File: config.mk
export PLATFORM = sky130hd
export DESIGN_NAME = des_key_scheduler_flat
export DESIGN_NICKNAME = d
export VERILOG_FILES = /design/src/rtl/des_key_scheduler_pkg.sv /design/src/rtl/des_key_scheduler_if.sv /design/src/rtl/des_key_scheduler_rotator.sv /design/src/rtl/des_key_scheduler.sv /design/src/flat_wrapper.sv
export SDC_FILE = /design/constraint.sdc
export NUM_CORES = 1
export LEC_CHECK = 0
export BUFFER_PORTS_ARGS = -buffer_cell sky130_fd_sc_hd__buf_2
export CAP_MARGIN = 15
export CORE_UTILIZATION = 40
export CTS_CLUSTER_DIAMETER = 200
export CTS_CLUSTER_SIZE = 24
export DETAILED_ROUTE_END_ITERATION = 8
export RECOVER_POWER = 50
export SKIP_CTS_REPAIR_TIMING = 1
export SYNTH_ARGS = -nofsm -noshare
export SYNTH_HDL_FRONTEND = slang
export SYNTH_HIERARCHICAL = 1
export SYNTH_SLANG_ARGS = --single-unit
export TNS_END_PERCENT = 1
File: constraint.sdc
create_clock -name clk -period 3 [get_ports clk]
set_input_delay 0.15 -clock clk [delete_from_list [all_inputs] [get_ports clk]]
set_output_delay 0.15 -clock clk [all_outputs]
set_load 0.05 [all_outputs]
File: src/rtl/des_key_scheduler_pkg.sv
// Shared DES key-schedule definitions: widths, PC-1/PC-2 tables,
// per-round rotation amounts and the scheduler FSM state type.
package des_key_pkg;

  localparam int unsigned KEY_W    = 64;
  localparam int unsigned HALF_W   = 28;
  localparam int unsigned SUBKEY_W = 48;

  typedef enum logic [1:0] {
    ST_IDLE,
    ST_EMIT,
    ST_DONE
  } state_t;

  // Entries are DES bit numbers (1 = MSB of the source vector)
  localparam int unsigned PC1_TAB [56] = '{
    57, 49, 41, 33, 25, 17,  9,  1, 58, 50, 42, 34, 26, 18,
    10,  2, 59, 51, 43, 35, 27, 19, 11,  3, 60, 52, 44, 36,
    63, 55, 47, 39, 31, 23, 15,  7, 62, 54, 46, 38, 30, 22,
    14,  6, 61, 53, 45, 37, 29, 21, 13,  5, 28, 20, 12,  4
  };

  localparam int unsigned PC2_TAB [48] = '{
    14, 17, 11, 24,  1,  5,  3, 28, 15,  6, 21, 10,
    23, 19, 12,  4, 26,  8, 16,  7, 27, 20, 13,  2,
    41, 52, 31, 37, 47, 55, 30, 40, 51, 45, 33, 48,
    44, 49, 39, 56, 34, 53, 46, 42, 50, 36, 29, 32
  };

  function automatic logic [1:0] shift_amt(input logic [3:0] round);
    case (round)
      4'd0, 4'd1, 4'd8, 4'd15: return 2'd1;
      default:                 return 2'd2;
    endcase
  endfunction

  function automatic logic [2*HALF_W-1:0] pc1(input logic [KEY_W-1:0] key);
    logic [2*HALF_W-1:0] res;
    res = '0;
    for (int unsigned i = 0; i < 2*HALF_W; i++)
      res[6'(2*HALF_W-1-i)] = key[6'(KEY_W-PC1_TAB[i])];
    return res;
  endfunction

  function automatic logic [SUBKEY_W-1:0] pc2(input logic [2*HALF_W-1:0] cd);
    logic [SUBKEY_W-1:0] res;
    res = '0;
    for (int unsigned i = 0; i < SUBKEY_W; i++)
      res[6'(SUBKEY_W-1-i)] = cd[6'(2*HALF_W-PC2_TAB[i])];
    return res;
  endfunction

endpackage

File: src/rtl/des_key_scheduler_if.sv
// Control and subkey handshake bundle between the key scheduler (slave)
// and whoever loads keys and consumes subkeys (master).
interface des_key_scheduler_if;
  import des_key_pkg::*;

  logic                start;
  logic                abort;
  logic [KEY_W-1:0]    key;
  logic                decrypt;
  logic                busy;
  logic [SUBKEY_W-1:0] subkey;
  logic [3:0]          subkey_round;
  logic                subkey_valid;
  logic                subkey_ready;
  logic                done;

  modport slave (
    input  start, abort, key, decrypt, subkey_ready,
    output busy, subkey, subkey_round, subkey_valid, done
  );

  modport master (
    output start, abort, key, decrypt, subkey_ready,
    input  busy, subkey, subkey_round, subkey_valid, done
  );
endinterface

File: src/rtl/des_key_scheduler_rotator.sv
// Combinational C/D step: rotate left for encrypt, right for decrypt,
// by the DES shift amount that belongs to the transition being taken.
module des_key_rotator
  import des_key_pkg::*;
(
  input  logic [HALF_W-1:0] Ci,
  input  logic [HALF_W-1:0] Di,
  input  logic [3:0]        round,
  input  logic              decrypt,
  output logic [HALF_W-1:0] Ci_shift,
  output logic [HALF_W-1:0] Di_shift
);
  logic [3:0] w_round_inc;
  logic [1:0] w_amt;

  // Encrypt builds C(r+2) so uses the next round's shift; decrypt undoes
  // the shift that produced the round just emitted.
  assign w_round_inc = round + 4'd1;
  assign w_amt       = decrypt ? shift_amt(round) : shift_amt(w_round_inc);

  always_comb begin
    Ci_shift = Ci;
    Di_shift = Di;
    if (!decrypt) begin
      if (w_amt == 2'd1) begin
        Ci_shift = {Ci[HALF_W-2:0], Ci[HALF_W-1]};
        Di_shift = {Di[HALF_W-2:0], Di[HALF_W-1]};
      end else begin
        Ci_shift = {Ci[HALF_W-3:0], Ci[HALF_W-1:HALF_W-2]};
        Di_shift = {Di[HALF_W-3:0], Di[HALF_W-1:HALF_W-2]};
      end
    end else begin
      if (w_amt == 2'd1) begin
        Ci_shift = {Ci[0], Ci[HALF_W-1:1]};
        Di_shift = {Di[0], Di[HALF_W-1:1]};
      end else begin
        Ci_shift = {Ci[1:0], Ci[HALF_W-1:2]};
        Di_shift = {Di[1:0], Di[HALF_W-1:2]};
      end
    end
  end
endmodule

File: src/rtl/des_key_scheduler.sv
// Sequential DES key schedule: PC-1 on start, then one PC-2 subkey per
// accepted handshake, K1..K16 for encrypt or K16..K1 for decrypt.
module des_key_scheduler
  import des_key_pkg::*;
(
  input  logic               clk,
  input  logic               rst_n,
  des_key_scheduler_if.slave bus
);
  state_t              r_state, w_state_nxt;
  logic [HALF_W-1:0]   r_c, r_d, w_c_nxt, w_d_nxt, w_c_rot, w_d_rot;
  logic [3:0]          r_round, w_round_nxt;
  logic                r_dec, w_dec_nxt;
  logic [2*HALF_W-1:0] w_pc1;
  logic                w_last;

  assign w_pc1  = pc1(bus.key);
  assign w_last = r_dec ? (r_round == 4'd0) : (r_round == 4'd15);

  des_key_rotator u_rotator (
    .Ci       (r_c),
    .Di       (r_d),
    .round    (r_round),
    .decrypt  (r_dec),
    .Ci_shift (w_c_rot),
    .Di_shift (w_d_rot)
  );

  always_ff @(posedge clk or negedge rst_n) begin
    if (!rst_n) begin
      r_state <= ST_IDLE;
      r_c     <= '0;
      r_d     <= '0;
      r_round <= '0;
      r_dec   <= 1'b0;
    end else begin
      r_state <= w_state_nxt;
      r_c     <= w_c_nxt;
      r_d     <= w_d_nxt;
      r_round <= w_round_nxt;
      r_dec   <= w_dec_nxt;
    end
  end

  always_comb begin
    w_state_nxt = r_state;
    w_c_nxt     = r_c;
    w_d_nxt     = r_d;
    w_round_nxt = r_round;
    w_dec_nxt   = r_dec;
    if (bus.abort) begin
      w_state_nxt = ST_IDLE;
      w_c_nxt     = '0;
      w_d_nxt     = '0;
    end else begin
      case (r_state)
        ST_IDLE: begin
          if (bus.start) begin
            w_state_nxt = ST_EMIT;
            w_dec_nxt   = bus.decrypt;
            // Decrypt starts from C16/D16, which equal the unrotated C0/D0
            if (bus.decrypt) begin
              w_c_nxt     = w_pc1[2*HALF_W-1:HALF_W];
              w_d_nxt     = w_pc1[HALF_W-1:0];
              w_round_nxt = 4'd15;
            end else begin
              w_c_nxt     = {w_pc1[2*HALF_W-2:HALF_W], w_pc1[2*HALF_W-1]};
              w_d_nxt     = {w_pc1[HALF_W-2:0], w_pc1[HALF_W-1]};
              w_round_nxt = 4'd0;
            end
          end
        end
        ST_EMIT: begin
          if (bus.subkey_ready) begin
            if (w_last) begin
              w_state_nxt = ST_DONE;
            end else begin
              w_c_nxt     = w_c_rot;
              w_d_nxt     = w_d_rot;
              w_round_nxt = r_dec ? (r_round - 4'd1) : (r_round + 4'd1);
            end
          end
        end
        ST_DONE: w_state_nxt = ST_IDLE;
        default: w_state_nxt = ST_IDLE;
      endcase
    end
  end

  assign bus.busy         = (r_state != ST_IDLE);
  assign bus.subkey_valid = (r_state == ST_EMIT);
  assign bus.done         = (r_state == ST_DONE);
  assign bus.subkey_round = r_round;
  assign bus.subkey       = pc2({r_c, r_d});
endmodule

File: src/flat_wrapper.sv
// flat-port wrapper written by rule: the top's interface ports become plain ports
module des_key_scheduler_flat import des_key_pkg::*;
  (clk, rst_n, bus_start, bus_abort, bus_key, bus_decrypt, bus_subkey_ready, bus_busy, bus_subkey, bus_subkey_round, bus_subkey_valid, bus_done);
  des_key_scheduler_if bus_i ();
  input  logic clk;
  input  logic rst_n;
  input wire logic [$bits(bus_i.start)-1:0] bus_start;
  input wire logic [$bits(bus_i.abort)-1:0] bus_abort;
  input wire logic [$bits(bus_i.key)-1:0] bus_key;
  input wire logic [$bits(bus_i.decrypt)-1:0] bus_decrypt;
  input wire logic [$bits(bus_i.subkey_ready)-1:0] bus_subkey_ready;
  output wire logic [$bits(bus_i.busy)-1:0] bus_busy;
  output wire logic [$bits(bus_i.subkey)-1:0] bus_subkey;
  output wire logic [$bits(bus_i.subkey_round)-1:0] bus_subkey_round;
  output wire logic [$bits(bus_i.subkey_valid)-1:0] bus_subkey_valid;
  output wire logic [$bits(bus_i.done)-1:0] bus_done;
  assign bus_i.start = bus_start;
  assign bus_i.abort = bus_abort;
  assign bus_i.key = bus_key;
  assign bus_i.decrypt = bus_decrypt;
  assign bus_i.subkey_ready = bus_subkey_ready;
  assign bus_busy = bus_i.busy;
  assign bus_subkey = bus_i.subkey;
  assign bus_subkey_round = bus_i.subkey_round;
  assign bus_subkey_valid = bus_i.subkey_valid;
  assign bus_done = bus_i.done;
  des_key_scheduler u_core (.clk(clk), .rst_n(rst_n), .bus(bus_i));
endmodule
# Word-level counts from Yosys, hierarchy flattened
# Cells that the tools add are included.
[totals] ff_bits=63 out_inout_bits=55
[op_classes] addsub=2 eq_ne=16 n_mux=33 bitwise_logic=1 reduce_logical=12
[ops] operator="28-bit 2-to-1 mux" count=16
[ops] operator="28-bit case mux with 2 select lines" count=2
[ops] operator="4-bit 2-to-1 mux" count=5
[ops] operator="4-bit == test (second input constant)" count=4
[ops] operator="2-bit 2-to-1 mux" count=7
[ops] operator="3-bit != test (second input constant)" count=3
[ops] operator="4-bit by 1-bit == test with 1-bit output (second input constant)" count=2
[ops] operator="4-bit zero test" count=2
[ops] operator="4-bit case mux with 2 select lines" count=1
[ops] operator="4-bit OR reduction" count=2
[ops] operator="2-bit != test (second input constant)" count=3
[ops] operator="3-bit AND reduction" count=2
[ops] operator="5-bit AND reduction" count=1
[ops] operator="4-bit by 1-bit adder with 4-bit output (second input constant)" count=1
[ops] operator="2-bit by 1-bit == test with 1-bit output (second input constant)" count=2
[ops] operator="2-bit case mux with 2 select lines" count=1
[ops] operator="4-bit AND reduction" count=1
[ops] operator="2-bit nonzero test" count=2
[ops] operator="4-bit by 1-bit subtractor with 4-bit output (second input constant)" count=1
[ops] operator="3-bit by 2-bit != test with 1-bit output (second input constant)" count=1
[ops] operator="3-bit nonzero test" count=1
[ops] operator="2-bit == test (second input constant)" count=1
[ops] operator="2-bit zero test" count=1
[ops] operator="1-bit 2-to-1 mux" count=1
[ops] operator="1-bit inverter" count=1

# Depth between registers and ports, before layout
# Gate-level depths: netlist of run 1.
[logic_depth] word_depth=12 mapped_depth=8 ltp_nobuf=6

# By module
# Netlist of run 1, hierarchy kept.
[modules_own_cells] module="des_key_scheduler" instances=1 cells_each=543 area_per_inst_um2=4820.9 seq_area_each_um2=1576.5
[modules_own_cells] module="des_key_rotator" instances=1 cells_each=73 area_per_inst_um2=1392.6 seq_area_each_um2=0.0

# Worst setup path after synthesis of run 1
# OpenSTA, ideal clock, no wires.
[synth_timing] path_type="register -> register" startpoint="register u_core.r_round[0] (netlist: u_core/bus.subkey_round[0])" endpoint="register u_core.r_c[0]" t_arrival_ps=2154 required_ps=2863 slack_ps=709 path_stages_with_launch=7 path_buffers=1 synth_period_minus_slack_ps=2291 cell_sequence="dfrtp_1 -> maj3_2 -> mux2i_2 -> buf_6 -> mux4_2 -> a21oi_1 -> o41ai_1"
[synth_between] elab_chain_cells=12 word_cells_on_any_way=25
[synth_lines] element="from (decl)" line_no="des_key_scheduler.sv:12" source="logic [3:0] r_round, w_round_nxt;"
[synth_lines] element="from (signal assigned)" line_no="des_key_scheduler.sv:40" source="r_round <= w_round_nxt;"
[synth_lines] element="4-bit by 1-bit adder with 4-bit output" line_no="des_key_scheduler_rotator.sv:18" source="assign w_round_inc = round + 4'd1;"
[synth_lines] element="4-bit by 1-bit == test with 1-bit output (tied with other cells)" line_no="des_key_scheduler_pkg.sv:31" source="case (round)"
[synth_lines] element="4-bit OR reduction" line_no="des_key_scheduler_pkg.sv:31"
[synth_lines] element="2-bit 2-to-1 mux" line_no="des_key_scheduler_pkg.sv:31"
[synth_lines] element="2-bit 2-to-1 mux (*)" line_no="des_key_scheduler_rotator.sv:19" source="assign w_amt = decrypt ? shift_amt(round) : shift_amt(w_round_inc);"
[synth_lines] element="2-bit by 1-bit == test with 1-bit output (*)" line_no="des_key_scheduler_rotator.sv:25, des_key_scheduler_rotator.sv:33"
[synth_lines] element="28-bit 2-to-1 mux (on tied branches)" line_no="des_key_scheduler_rotator.sv:25, des_key_scheduler_rotator.sv:33"
[synth_lines] element="28-bit 2-to-1 mux (*)" line_no="des_key_scheduler_rotator.sv:24" source="if (!decrypt) begin"
[synth_lines] element="via u_core.w_c_rot[0]" line_no="des_key_scheduler.sv:11" source="logic [HALF_W-1:0] r_c, r_d, w_c_nxt, w_d_nxt, w_c_rot, w_d_rot;"
[synth_lines] element="28-bit 2-to-1 mux (*)" line_no="des_key_scheduler.sv:75" source="if (w_last) begin"
[synth_lines] element="28-bit 2-to-1 mux (*)" line_no="des_key_scheduler.sv:74" source="if (bus.subkey_ready) begin"
[synth_lines] element="28-bit case mux with 2 select lines (*)" line_no="des_key_scheduler.sv:56" source="case (r_state)"
[synth_lines] element="28-bit 2-to-1 mux (*)" line_no="des_key_scheduler.sv:51" source="if (bus.abort) begin"
[synth_lines] element="to (signal assigned)" line_no="des_key_scheduler.sv:38" source="r_c <= w_c_nxt;"
[synth_lines] element="to (decl)" line_no="des_key_scheduler.sv:11"
# The timed path passes the listed nets; every way through them passes the cells marked *. The select of a mux whose other input is x is not followed.
# A chain may end at the register's enable or synchronous reset.

# Final worst setup path of run 1
[layout_timing] startpoint="register u_core.r_dec" endpoint="register u_core.r_c[23]"
[layout_between] elab_chain_cells=8 word_cells_on_any_way=12
[layout_lines] element="from (decl)" line_no="des_key_scheduler.sv:13" source="logic r_dec, w_dec_nxt;"
[layout_lines] element="from (signal assigned)" line_no="des_key_scheduler.sv:41" source="r_dec <= w_dec_nxt;"
[layout_lines] element="2-bit 2-to-1 mux" line_no="des_key_scheduler_rotator.sv:19"
[layout_lines] element="2-bit by 1-bit == test with 1-bit output" line_no="des_key_scheduler_rotator.sv:25, des_key_scheduler_rotator.sv:33"
[layout_lines] element="28-bit 2-to-1 mux (on tied branches)" line_no="des_key_scheduler_rotator.sv:25, des_key_scheduler_rotator.sv:33"
[layout_lines] element="28-bit 2-to-1 mux (*)" line_no="des_key_scheduler_rotator.sv:24"
[layout_lines] element="via u_core.w_c_rot[23]" line_no="des_key_scheduler.sv:11"
[layout_lines] element="28-bit 2-to-1 mux (*)" line_no="des_key_scheduler.sv:75"
[layout_lines] element="28-bit 2-to-1 mux (*)" line_no="des_key_scheduler.sv:74"
[layout_lines] element="28-bit case mux with 2 select lines (*)" line_no="des_key_scheduler.sv:56"
[layout_lines] element="28-bit 2-to-1 mux (*)" line_no="des_key_scheduler.sv:51"
# Marked as above.

==> metrics, run 1 <==
status=finished, violations left; violations in the final reports=max-capacitance violations, max-slew violations; Synth Flop Type=dfrtp_1; final routed DRC violation total=0; clock root cell=clkbuf_16; cell taking the most area after synthesis=dfrtp_1; FF+latch count, synth=63; Slew @ Worst Pin=2.130 ns; EDFF count, synth=0; Synth area leaders=dfrtp_1 25%, mux4_2 20%, mux2i_1 9.0%, buf_4 6.6%, o41ai_1 5.9%; crit path launch type=register; HP Start=bus_subkey_ready; Initial Util=0.4087; WHS Endpoint=u_core/r_state[1]; utilization after layout=0.4374; clock tree sinks=63; die outline width=126.6 um; syn_nets=689; vias in the first global route=4778; share of the synthesized area in the top cell type=0.2537; Final Max Slew Viols=100; CP required=~3.1 ns; FF-to-FF path depth=7; FF-to-FF End=u_core/r_c[23]; CTS tree=done; R2R Setup Slk=0.55 ns; first-pass GRT wire length=25.77 mm; min-delay worst type=input port to register; Via density=between 6 and 7; gr ovfl total=0; maximum VDD drop=approximately 0.32 mV; CP arrival=2.58 ns; DR pass1 iterations=5; Post-Synthesis Cells=616; IO buf count=116; post-route antenna net violation count=0; Rel. slew slack=-0.4201; DRT iter0 DRCs=463; clock transition at the registers of the reported paths=around 0.05 ns; Crit Path Max Fanout=28; n_diodes=0; Post-synth top cells=63 x dfrtp_1, 59 x a21oi_1, 59 x nor2_1; via count=5062; period utilization=0.8156; Synthesis Warnings=6; final hold viol count=0; hold depth=3; Cell Area, Synth=~0.0062 sq mm; CP Class=register to register; most numerous cell in the Yosys netlist=dfrtp_1; clock buffer depth=2; ys async rst share=1.000; Clk Latency, worst-skew pair=0.34 ns; Placer Congestion=roughly 0.80; Total Nets Final=711; clock buffer count from CTS=9; fmax=408.7 MHz; Core Region=roughly 0.015 sq mm; wire per inst=18.70 um; Synth Area per Inst=10.09 sq um; Routed WL=15.50 mm; Post-Route Skew=0.01043 ns; Die H=126.6 um; Cell Rows=45; register area share after synthesis=0.2537; fraction of layout cells with a size suffix above 1=0.2637; fin crit period=2.447 ns; final setup vio count=0; H-tree levels=3; pwr/cell area=between 600 and 700 mW/mm^2; critical path capture point type=register; Cell variety after synth=41; Total GRT Usage=0.1998; largest net degree at the start of global routing=100; Detail Placement HPWL=just under 10 mm; Lkg Pwr=2.783 nW; worst reg2reg startpoint=u_core/r_dec; num ports=between 100 and 150; Layout area overhead=7.028%; initial antenna violation count=0; full die area=0.01604 sq mm; Max-Cap Viols=1; RSZ-0062 raised after global routing=no; setup TNS=0 ns
## cell usage in the layout, fill, tap and decap left out, drive strengths merged, types with 2 or more instances in the layout
cell    synthesis  routed
buf            85      74
clkbuf         33      67
dfrtp          63      63
nor2           59      59
a21oi          59      59
nor2b          58      58
mux2i          58      58
o21ai          57      57
mux4           56      56
o41ai          56      56
inv             5       4
nand2           3       3
mux2            3       3
clkinv          0       2
nor4            2       2
ha              2       2
## area by class of cell
class,instances,area (sq um)
multi-input cells,430,3897
repair buffers,129,651.9
clock buffers,13,260.3
fillers,1508,8552
flip-flops and latches,63,1580
well taps,188,235.2
inverters,5,20.02
clock inverters,1,5.005
## how the worst max path moves through the flow
stage,from,to,slack (ns)
after floorplan,u_core/bus.subkey_round[0],u_core/r_c[0],0.71
after CTS,u_core/r_dec,u_core/r_c[23],0.60
after global placement,u_core/r_dec,u_core/r_c[27],0.64
after detailed placement,u_core/r_dec,u_core/r_d[23],0.60
after global routing,u_core/r_dec,u_core/r_c[25],0.40
final,u_core/r_dec,u_core/r_c[23],0.55
## kinds of logic (layout without fill, tap and decap cells)
logic type,after synthesis,count (layout),share of synthesized area
buffers and inverters,123,148,0.1204
XOR/XNOR,2,2,0.002820
flip-flops,63,63,0.2537
multiplexers,117,117,0.3045
AND/OR/NAND/NOR,128,128,0.1079
adder cells (fa/ha/maj),4,4,0.009061
AO/OA/AOI/OAI,179,179,0.2016
## flip-flops by register name, summed over array words and instances, names as in the netlist
register,cells
u_core/r_d,28
u_core/r_state,2
u_core/r_dec,1
u_core/r_c,28
u_core/bus.subkey_round,4
## where the power goes
group	switching (mW)	leakage (nW)	total, mW	internal (mW)
sequential	0.207	0.841	1.16	0.955
clock	0.366	0.132	0.959	0.593
combinational	1.15	1.81	1.98	0.828
## critical path, stage by stage, from the launching register on
cell and delay (ns):
dfrtp_1 0.49, inv_2 0.07, maj3_2 0.34, mux2i_4 0.18, buf_4 0.39, mux4_2 0.55, a21oi_1 0.14, o41ai_1 0.07
## through the flow
stage | hold slack [ns] | power, mW | worst slack [ns] | std cells | instance area [sq um]
final | 0.1126 | 4.098 | 0.5531 | 829 | 6650
after global routing | 0.1026 | 4.320 | 0.4043 | 829 | 6650
after CTS | -0.06236 | 4.158 | 0.6036 | 828 | 6711
after detailed placement | 0.3004 | 3.184 | 0.5998 | 814 | 6446
after global placement | 0.2998 | 3.142 | 0.6401 | 814 | 6446
after floorplan | -0.1456 | 2.915 | 0.7089 | 616 | 6213
## metal layers
metal	up-vias	track usage	share of wire
met5	-	0	0
met4	0	0.06308	0.015
met3	15	0.02784	0.054
met2	193	0.3097	0.47
met1	2508	0.2892	0.46
li1	2346	-	-
(Power assumes the default switching activity.)
==> inputs of run 2 (changes only) <==
clock period = 2.03 ns   (was 3 ns; I/O delays follow)
==> metrics, run 2 (synthesis gave the netlist of run 1 again) <==
status=finished, violations left; violations in the final reports=negative setup slack; Slew @ Worst Pin=1.250 ns (-0.8804 ns); # fillers=1447 (-4.0%); clock transition at the registers of the reported paths=0.05 ns (about the same); WP buf/inv=2 (unchanged); critical path capture point type=register; Cell Rows=45 (unchanged); CP Class=register to register; DRT iter0 DRCs=401 (-13%); pwr/cell area=939.1 mW/mm^2 (+52%); clock buffer depth=2 (unchanged); fraction of layout cells with a size suffix above 1=0.4281 (+0.1645); DR pass1 iterations=5 (unchanged); Die H=126.6 um (unchanged); clock root cell=clkbuf_16; Final Max Slew Viols=0 (-100%); setup TNS=-0.02921 ns (-0.02921 ns); R2R Setup Slk=-0.03 ns (-0.58 ns); first-pass GRT wire length=25.94 mm (+0.64%); RSZ-0062 raised after global routing=yes; CTS tree=done; fin crit period=2.059 ns (-0.3877 ns); n_diodes=0 (unchanged); fmax=485.6 MHz (+19%); Layout area overhead=16.25%; Crit path largest cell delay=0.52 ns (-0.03 ns); wire per inst=19.15 um (+2.4%); register area=0.001584 sq mm (+0.24%); Slowest-stage cell, CP=mux4_2; commonest non-fill, non-tap cell in the layout=buf_2; CP arrival=2.24 ns (-0.34 ns); Routed WL=16.26 mm (+4.9%); Clk Latency, worst-skew pair=0.33 ns (about the same); Largest delay share family, worst path=multiplexers; vias in the first global route=4842 (+1.3%); Core Region=0.01520 sq mm (unchanged); CP required=2.21 ns (-0.92 ns); multi-input logic area=0.004081 sq mm (+4.7%); most frequent cells in the layout=107 x buf_2, 59 x nor2_1, 59 x dfrtp_1, 58 x nor2b_1; post-route antenna net violation count=0 (unchanged); die outline width=126.6 um (unchanged); FF-to-FF path depth=7 (unchanged); Rel. slew slack=0.1668 (+0.5869); clock buffer count from CTS=9 (unchanged); Total GRT Usage=0.2016 (+0.001749); largest net degree at the start of global routing=70 (-30%); Initial Util=0.4087 (unchanged); Post-Route Skew=0.006616 ns (-0.003818 ns); Placer Congestion=0.8131 (+2.0%); hold_ws=0.06682 ns (-0.04575 ns); Crit Path Max Fanout=7 (-75%); via count=5180 (+2.3%); H-tree levels=3 (unchanged); Max-Cap Viols=0 (-1); initial antenna violation count=0 (unchanged); full die area=0.01604 sq mm (unchanged); critical path depth=7 (unchanged); Via density=6.101 (about the same); period utilization=1.014 (+0.1988); min-delay worst type=input port to register; IO buf count=116 (unchanged); gr ovfl total=0 (unchanged); num ports=125 (unchanged); pre-CTS WS=-0.03420 ns (-0.6340 ns); Detail Placement HPWL=10.65 mm (+8.4%); final setup margin=-0.02921 ns (-0.5823 ns); final hold viol count=0 (unchanged); clock tree sinks=63 (unchanged); Lkg Pwr=3.178 nW (+14%); final setup vio count=1 (+1); hold depth=3 (unchanged); final routed DRC violation total=0 (unchanged); Total Nets Final=729 (+2.5%); maximum VDD drop=0.4709 mV (+47%); critical path, cell by cell=inv_2, maj3_2, mux2i_4, buf_6, mux4_2, a21oi_2, o41ai_2; crit path launch type=register
==> run 2: changes by cell type in the layout (fill, tap and decap cells not counted), moves of 7 or more <==
cell,delta
a21oi_1,-37
a21oi_2,+37
buf_12,+8
buf_2,+45
buf_4,+7
clkbuf_1,-48
==> run 2: routing by layer <==
layer  routed length [um]  vias to the layer above  global-route usage
li1                     -                     2383                   -
met1                 7431                     2605              0.2873
met2                 7845                      182              0.3211
met3                  830                       10             0.02868
met4                  151                        0             0.05386
met5                    0                        -                   0
==> run 2: per-stage QoR <==
step	power (mW)	utilization	std cells	instance area, sq um
floorplan	4.314	-	616	6217
CTS	6.669	0.4613	847	7013
finish	6.784	0.4751	849	7223
global placement	4.982	0.4409	831	6703
global route	7.122	0.4751	849	7223
detailed placement	5.039	0.4409	831	6703
==> run 2: area by class of cell <==
type | count | area share
Inverter | 5 | 0.002772
Tap cell | 188 | 0.03257
Timing Repair Buffer | 147 | 0.1374
Clock inverter | 3 | 0.005543
Clock buffer | 13 | 0.03742
Multi-Input combinational cell | 430 | 0.5650
Sequential cell | 63 | 0.2193
==> run 2: power by group <==
group / internal [mW] / leakage (nW) / switching [mW]
clock network: 1.05 / 0.156 / 0.551
registers: 1.42 / 0.838 / 0.251
logic: 1.59 / 2.18 / 1.92
==> run 2: final timing paths <==
check / startpoint / end
worst max-delay path: u_core/r_dec / u_core/r_c[0]
worst min-delay path: bus_subkey_ready / u_core/r_state[1]
worst max register to register: u_core/r_dec / u_core/r_c[0]
worst min register to register: u_core/bus.subkey_round[3] / u_core/bus.subkey_round[3]
max in group asynchronous: rst_n / u_core/r_c[15]
min in group asynchronous: rst_n / u_core/r_d[12]
==> run 2: worst min-delay path, cell delays in order <==
cell and delay (ns):
buf_2 0.12, nand2_1 0.08, nor4_1 0.05
